$ cat src/rtl/req_arbiter8_pkg.sv
// Shared encodings for the 8-way active-low request arbiter.
// Holds the FSM state type and the "no grant" output constants.
package req_arbiter8_pkg;

    typedef enum logic [1:0] {
        ST_IDLE    = 2'd0,
        ST_GRANT   = 2'd1,
        ST_RELEASE = 2'd2
    } state_e;

    localparam logic [7:0] NO_GNT   = 8'hFF;
    localparam logic [2:0] IDX_NONE = 3'b111;

    // Active-low one-hot grant for a given owner index.
    function automatic logic [7:0] gnt_from_idx(input logic [2:0] idx);
        return ~(8'b0000_0001 << idx);
    endfunction

endpackage

$ cat src/rtl/req_arbiter8_pick.sv
// Combinational winner selection: rotate the request vector so the search
// starts below the pointer, take the highest active bit, then rotate back.
module req_pri_pick8
    import req_arbiter8_pkg::*;
(
    input  logic [7:0] req_n,
    input  logic [2:0] start,
    input  logic       mode,
    output logic [2:0] win_idx,
    output logic       any_req
);

    logic [2:0]  base;
    logic [7:0]  act;
    logic [15:0] dbl;
    logic [7:0]  rot;
    logic [2:0]  off;

    always_comb begin
        // Fixed priority is round-robin with the pointer pinned at 0.
        base    = mode ? start : 3'd0;
        act     = ~req_n;
        dbl     = {act, act} >> base;
        rot     = dbl[7:0];
        any_req = |act;
        off     = 3'd0;
        for (int j = 0; j < 8; j++) begin
            if (rot[j]) begin
                off = 3'(j);
            end
        end
        win_idx = off + base;
    end

endmodule

$ cat src/rtl/req_arbiter8.sv
// Eight-requester arbiter: registered grant held until release, withdrawal
// or hold timeout, followed by one RELEASE cycle before re-arbitrating.
module req_arbiter8
    import req_arbiter8_pkg::*;
#(
    parameter int MAX_HOLD = 15,
    parameter int CNT_W    = 4
) (
    input  logic       iClk,
    input  logic       iRst,
    input  logic       iEI,
    input  logic       iMode,
    input  logic [7:0] iReq,
    input  logic       iDone,
    output logic [7:0] oGnt,
    output logic [2:0] oIdx,
    output logic       oValid,
    output logic       oBusy,
    output logic       oTimeout
);

    localparam logic [CNT_W-1:0] CNT_MAX   = '1;
    localparam logic [CNT_W-1:0] HOLD_LAST = CNT_W'((MAX_HOLD > 0) ? MAX_HOLD - 1 : 0);

    state_e           state_q, state_d;
    logic [CNT_W-1:0] cnt_q, cnt_d;
    logic [2:0]       ptr_q, ptr_d;
    logic [7:0]       gnt_q, gnt_d;
    logic [2:0]       idx_q, idx_d;
    logic             valid_q, valid_d;
    logic             busy_q, busy_d;
    logic             timeout_q, timeout_d;

    logic [2:0] win_idx;
    logic       any_req;
    logic       withdraw;
    logic       hold_exp;

    req_pri_pick8 u_pick (
        .req_n   (iReq),
        .start   (ptr_q),
        .mode    (iMode),
        .win_idx (win_idx),
        .any_req (any_req)
    );

    always_comb begin
        state_d   = state_q;
        cnt_d     = cnt_q;
        ptr_d     = ptr_q;
        gnt_d     = gnt_q;
        idx_d     = idx_q;
        valid_d   = valid_q;
        busy_d    = busy_q;
        timeout_d = 1'b0;
        withdraw  = iReq[idx_q];
        hold_exp  = (MAX_HOLD != 0) && (cnt_q == HOLD_LAST);

        case (state_q)
            ST_IDLE: begin
                gnt_d   = NO_GNT;
                idx_d   = IDX_NONE;
                valid_d = 1'b0;
                busy_d  = 1'b0;
                if (!iEI && any_req) begin
                    state_d = ST_GRANT;
                    gnt_d   = gnt_from_idx(win_idx);
                    idx_d   = win_idx;
                    valid_d = 1'b1;
                    busy_d  = 1'b1;
                    cnt_d   = '0;
                end
            end
            ST_GRANT: begin
                cnt_d = (cnt_q == CNT_MAX) ? cnt_q : cnt_q + 1'b1;
                if (iDone || withdraw || hold_exp) begin
                    state_d   = ST_RELEASE;
                    gnt_d     = NO_GNT;
                    idx_d     = IDX_NONE;
                    valid_d   = 1'b0;
                    busy_d    = 1'b1;
                    ptr_d     = idx_q;
                    // A voluntary release in the same cycle suppresses the timeout flag.
                    timeout_d = hold_exp && !iDone && !withdraw;
                end
            end
            default: begin
                state_d = ST_IDLE;
                gnt_d   = NO_GNT;
                idx_d   = IDX_NONE;
                valid_d = 1'b0;
                busy_d  = 1'b0;
            end
        endcase
    end

    always_ff @(posedge iClk) begin
        if (iRst) begin
            state_q   <= ST_IDLE;
            cnt_q     <= '0;
            ptr_q     <= 3'd0;
            gnt_q     <= NO_GNT;
            idx_q     <= IDX_NONE;
            valid_q   <= 1'b0;
            busy_q    <= 1'b0;
            timeout_q <= 1'b0;
        end else begin
            state_q   <= state_d;
            cnt_q     <= cnt_d;
            ptr_q     <= ptr_d;
            gnt_q     <= gnt_d;
            idx_q     <= idx_d;
            valid_q   <= valid_d;
            busy_q    <= busy_d;
            timeout_q <= timeout_d;
        end
    end

    assign oGnt     = gnt_q;
    assign oIdx     = idx_q;
    assign oValid   = valid_q;
    assign oBusy    = busy_q;
    assign oTimeout = timeout_q;

endmodule

$ cat config.mk
export PLATFORM = sky130hd
export DESIGN_NAME = req_arbiter8
export DESIGN_NICKNAME = d
export VERILOG_FILES = /design/src/rtl/req_arbiter8_pkg.sv /design/src/rtl/req_arbiter8_pick.sv /design/src/rtl/req_arbiter8.sv
export SDC_FILE = /design/constraint.sdc
export NUM_CORES = 1
export LEC_CHECK = 0
export ABC_AREA = 1
export BUFFER_PORTS_ARGS = -buffer_cell sky130_fd_sc_hd__buf_2
export CELL_PAD_IN_SITES_DETAIL_PLACEMENT = 1
export CELL_PAD_IN_SITES_GLOBAL_PLACEMENT = 1
export CORE_ASPECT_RATIO = 0.6
export CORE_UTILIZATION = 42
export CTS_CLUSTER_SIZE = 14
export DETAILED_ROUTE_END_ITERATION = 7
export PLACE_DENSITY = 0.81
export SETUP_SLACK_MARGIN = 0.3
export SYNTH_ARGS = -nofsm -noshare
export SYNTH_HDL_FRONTEND = slang
export SYNTH_HIERARCHICAL = 1
export SYNTH_SLANG_ARGS = --single-unit
$ cat constraint.sdc
create_clock -name iClk -period 5.2 [get_ports iClk]
set_input_delay 0.26 -clock iClk [delete_from_list [all_inputs] [get_ports iClk]]
set_output_delay 0.26 -clock iClk [all_outputs]
set_load 0.02 [all_outputs]
## Yosys cells after proc, flatten, opt, wreduce, memory -nomap -nowiden

Index checks and enable logic that the tools add are counted.

- Flip-flop bits (word level): 23
- Bits of input ports: 13
- Output and inout bits: 14

- $add $sub $neg: 2
- Order comparisons: 1
- Equality and inequality tests: 6
- Shift operators: 2
- Multiplexer cells: 27
- Bitwise operators: 4
- Reduce and logical (&&, ||, !) cells: 15

Operators with widths:

| kind | number |
|---|---|
| 3-bit two-way mux | 7 |
| 8-bit two-way mux | 2 |
| 8-bit NOT | 2 |
| 8-bit case mux with 2 select lines | 1 |
| 16-bit by 3-bit >> shifter with 8-bit output | 1 |
| 4-bit equality test, second input constant | 2 |
| 2-bit two-way mux | 4 |
| 4-bit two-way mux | 2 |
| 4-bit case mux with 2 select lines | 1 |
| 8-bit OR reduction | 1 |
| 1-bit by 3-bit << shifter with 8-bit output, first input constant | 1 |
| 2-bit != test, second input constant | 3 |
| 3-bit case mux with 2 select lines | 1 |
| 1-bit two-way mux | 5 |
| 4-bit by 1-bit adder with 4-bit output, second input constant | 1 |
| 3-bit by 4-bit less-than comparator with 1-bit output, second input constant | 1 |
| 1-bit case mux with 2 select lines | 2 |
| 2-bit case mux with 2 select lines | 1 |
| 2-bit AND reduction | 2 |
| 3-bit adder | 1 |
| 1-bit binary-select mux with 3-bit select | 1 |
| 1-bit logical AND | 3 |
| 1-bit zero test | 3 |
| 3-bit AND reduction | 1 |
| 6 further kinds | 8 |

## Longest topological paths before layout

- Depth in word-level cells: 14
- Depth in mapped cells: 21

## By module

The synthesis kept the hierarchy.

By module, submodules not included:

| module | instances | cells an instance | area each (um2) | seq. area each (um2) |
|---|---|---|---|---|
| req_arbiter8 | 1 | 157 | 1118.6 | 460.4 |
| req_pri_pick8 | 1 | 99 | 541.8 | 0.0 |

## Least setup slack after synthesis

No wires, ideal clock.

- Path kind: register to register
- Start point: register ptr_q[0]
- End point: register gnt_q[0] (netlist: oGnt[0])
- Library setup time: 0.130 ns
- Arrival time: 2.319 ns
- Required time: 5.070 ns
- Path slack: 2.751 ns
- Stages on the path, launching flop included: 17
- Path through: dfxtp_1 -> buf_6 -> nand2_8 -> nand2_2 -> nand2_1 -> nand2_1 -> and2_1 -> o21ai_2 -> a21oi_2 -> a21boi_0 -> fa_1 -> xor2_1 -> xor2_1 -> nor2_1 -> nand2_1 -> nand2_1 -> nand3_1

- Longest elaborated chain between the ends: 14

Ends and longest elaborated chain:

| element | RTL line | RTL |
|---|---|---|
| start: declaration | req_arbiter8.sv:27 | `logic [2:0] ptr_q, ptr_d;` |
| start signal: assignment | req_arbiter8.sv:110 | `ptr_q <= ptr_d;` |
| 3-bit two-way mux * | req_arbiter8_pick.sv:21 | `base = mode ? start : 3'd0;` |
| 16-bit by 3-bit >> shifter with 8-bit output | req_arbiter8_pick.sv:23 | `dbl = {act, act} >> base;` |
| 1-bit two-way mux | req_arbiter8_pick.sv:28 | `if (rot[j]) begin` |
| 2-bit two-way mux (2 in a row) | req_arbiter8_pick.sv:28 |  |
| 3-bit two-way mux (4 in a row) | req_arbiter8_pick.sv:28 |  |
| 3-bit adder * | req_arbiter8_pick.sv:32 | `win_idx = off + base;` |
| via win_idx[2] | req_arbiter8.sv:34 | `logic [2:0] win_idx;` |
| 1-bit by 3-bit << shifter with 8-bit output * | req_arbiter8_pkg.sv:16 | `return ~(8'b0000_0001 << idx);` |
| 8-bit NOT * | req_arbiter8_pkg.sv:16 |  |
| 8-bit two-way mux * | req_arbiter8.sv:65 | `if (!iEI && any_req) begin` |
| 8-bit case mux with 2 select lines * | req_arbiter8.sv:59 | `case (state_q)` |
| end signal: assignment | req_arbiter8.sv:111 | `gnt_q <= gnt_d;` |
| end: declaration | req_arbiter8.sv:28 | `logic [7:0] gnt_q, gnt_d;` |

Mark *: on every way through the listed nets, which the timed path passes. The rest lies on a longest branch.
A chain may end at the register's enable or synchronous reset.

## Worst setup path in the final report

Same ends and word-level chain as after synthesis.

==> flow_metrics.py <==
metrics = {
    "worst_hold_path": {
        "hp-start": "iRst",
        "holdPathStages": 2,
        "hold_class": "input port to register",
        "hold_path_end": "state_q[0]",
    },
    "place": {
        "io_buffers": 26,
        "gp_congestion": 0.8856,
        "dp_cells": 322,
        "post-dp-hpwl_um": 3621,
    },
    "setup_path": {
        "worstRegToRegCells": 14,
        "r2r-start": "ptr_q[0]",
        "crit_path_end_kind": "register",
        "critPathKind": "register to register",
        "crit_fanout": 10,
        "r2r-end": "oGnt[0]",
        "cp.arrival_ns": 3.25,
        "required_ns": 5.35,
        "start_kind": "register",
        "r2r_setup_slack_ns": 2.10,
    },
    "timing": {
        "maxSlewViolCount": 0,
        "tightest_slew_ns": 0.5334,
        "rsz0062_at_grt": "no",
        "fmax_mhz": 323.1,
        "hold_violations": 0,
        "finClkSkew_ns": 0.006818,
        "max_slew_margin_pct": 64.40,
        "finalSetupViolCount": 0,
        "period_needed_ns": 3.095,
        "timing.final.crit_share_pct": 59.53,
        "setup-tns-final_ns": 0,
    },
    "clock_network": {
        "postCtsSetupRepairBufs": 0,
        "htreeDepth": 1,
        "cts-root-buf": "clkbuf_8",
        "hold_buffers": 0,
        "clkLatencyLatePin_ns": 0.27,
        "post_cts_resized": 0,
        "clkTransAtPathRegs_ns": 0.08,
        "clk_path_buf_depth": 2,
        "cts_buffers": 3,
        "cts_tree": "built",
        "clock-sinks": 23,
    },
    "global_routing": {
        "grt.total_usage_pct": 23.07,
        "grt_pass1_vias": 1564,
        "gr-total-overflow": 0,
        "grt_max_degree": 18,
        "antenna_found_initial": 0,
        "grt_pass1_wl_um": 7638,
    },
    "synthesis": {
        "syn_inst": 256,
        "yosys_warnings": 6,
        "synthesis.area_um2": 1660,
        "synth_fp_nets": 272,
        "synth_seq_cells": 23,
        "synth_seq_area_share_pct": 27.73,
        "yosysTopAreaCell": "dfxtp_1",
        "avgSynthCellArea_um2": 6.486,
        "ys_types": 32,
        "synthTopCellsByArea": "dfxtp_1, nand2_1, nand3_1",
        "yosysTopAreaCellShare_pct": 27.73,
    },
    "power_and_ir_drop": {
        "intPower_w": 0.0002950,
        "p_clk_share_pct": 23.7,
        "switching_share_pct": 37.72,
        "ir_drop_uv": 125.1,
        "p_leak_nw": 0.9241,
        "p_sw_w": 0.0001787,
        "pwr-share-comb_pct": 33.8,
        "cellPowerDensity_nw_per_um2": 258.8,
        "seq_power_share_pct": 42.5,
    },
    "routing": {
        "dr.pass1.iters": 5,
        "first_iter_violations": 75,
        "antenna_left": 0,
        "drc": 0,
        "wl_um": 4514,
        "routed_via_density": 5.190,
        "vias": 1692,
        "drt-wirelength-per-cell_um": 13.85,
    },
    "layout": {
        "layout_common_cells": "nand2_1, nand3_1, inv_1, buf_2, dfxtp_1",
        "final_common_cell": "nand2_1",
        "fin_cells": 326,
        "multi_input_area_um2": 1007,
        "fin_nets": 296,
        "n_fill_cell": 530,
        "seq_area_um2": 460.4,
        "drive_gt1_share_pct": 18.28,
        "area_delta_synth_final_pct": 10.25,
        "n_antenna_cell": 0,
    },
    "floorplan": {
        "start_util_pct": 44.61,
        "fp.coreArea_um2": 3722,
        "die_y_um": 50.70,
        "io_pins": 27,
        "die_area_um2": 4217,
        "rows": 17,
        "die_x_um": 83.17,
    },
    "outcome": {
        "status": "finished, final reports clean",
    },
    "run": {
        "drv_cap": 0,
    },
}
==> synthesized netlist by cell type <==
cell type  number
nand2_1        81
nand3_1        57
inv_1          26
dfxtp_1        23
nor2_1         12
a21oi_1        10
buf_6           5
nand2_2         5
inv_2           3
nand3_2         3
nor3_1          3
a21oi_2         2
ha_1            2
nand2_8         2
nor2_4          2
nor4_1          2
o21ai_2         2
xor2_1          2
a21boi_0        1
and2_1          1
and3_1          1
buf_1           1
clkbuf_1        1
clkinv_1        1
clkinv_8        1
fa_1            1
nand4_1         1
nand4_4         1
nor2_2          1
o211a_1         1
o21ai_0         1
o21ai_1         1
==> registers in the layout (all words and copies together) (netlist names) <==
signal    flops
oIdx          3
state_q       2
oValid        1
ptr_q         3
oTimeout      1
oBusy         1
cnt_q         4
oGnt          8
==> area by class of cell <==
type                            count  share of cell area [%]
Multi-Input combinational cell    195                   55.02
Sequential cell                    23                   25.15
Timing Repair Buffer               26                   7.109
Inverter                           31                   7.040
Tap cell                           47                   3.213
Clock buffer                        4                   2.461
==> stage by stage <==
| step | hold slack (ns) | power [W] | setup WS [ns] | instance area, um2 | util (%) |
|---|---|---|---|---|---|
| final | 0.2204 | 0.0004737 | 2.105 | 1831 | 49.18 |
| after global routing | 0.2170 | 0.0005067 | 1.825 | 1831 | 49.18 |
| after CTS | 0.2069 | 0.0004790 | 2.156 | 1831 | 49.18 |
| after detailed placement | 0.4422 | 0.0003648 | 1.966 | 1785 | 47.97 |
| after global placement | 0.4352 | 0.0003624 | 2.147 | 1785 | 47.97 |
| after floorplan | 0.3224 | 0.0003269 | 2.751 | 1660 | - |
==> routing by layer <==
metal / share of wire [%] / wire length, um / global-route usage (%)
met5: 0 / 0 / 0
met4: 0.38 / 17 / 2.586
met3: 6.6 / 300 / 5.757
met2: 38 / 1693 / 32.51
met1: 55 / 2502 / 35.60
==> power groups by stage <==
stage               Clock, W  Sequential (W)  Combinational (W)
global placement           0        0.000205           0.000157
CTS                 0.000118        0.000202           0.000160
detailed placement         0        0.000206           0.000159
global route        0.000123        0.000203           0.000180
finish              0.000112        0.000202           0.000160
floorplan                  0        0.000211           0.000116
==> kinds of logic (layout without fill, tap and decap cells) <==
kind of cell / count (synthesis) / count (layout) / share of synthesized area, %
AOI/OAI and AO/OA: 18 / 18 / 6.782
xor gates and xnor gates: 2 / 2 / 1.055
adders and majority gates: 3 / 3 / 2.713
buffers and inverters: 38 / 61 / 11.60
DFF: 23 / 23 / 27.73
and+or+nand+nor: 172 / 172 / 50.11
==> worst max-delay path by stage <==
stage,startpoint,end
4_1_cts,ptr_q[0],oGnt[2]
6_report,ptr_q[0],oGnt[0]
5_1_grt,ptr_q[0],oGnt[2]
2_1_floorplan,ptr_q[0],oGnt[0]
3_3_place_gp,iMode,oGnt[2]
3_5_place_dp,iMode,oGnt[2]
==> worst max-delay path: stages (launching register included) <==
cell and delay (ns):
dfxtp_1 0.60, nand2_8 0.15, nand2_1 0.11, nand3_1 0.15, nand3_1 0.15, o21ai_2 0.09
a21oi_1 0.19, a21boi_0 0.15, fa_1 0.42, xor2_1 0.18, xor2_1 0.24, nor2_1 0.29
nand2_1 0.10, nand2_1 0.08, nand3_1 0.07
Power figures use the tool's default switching activity.
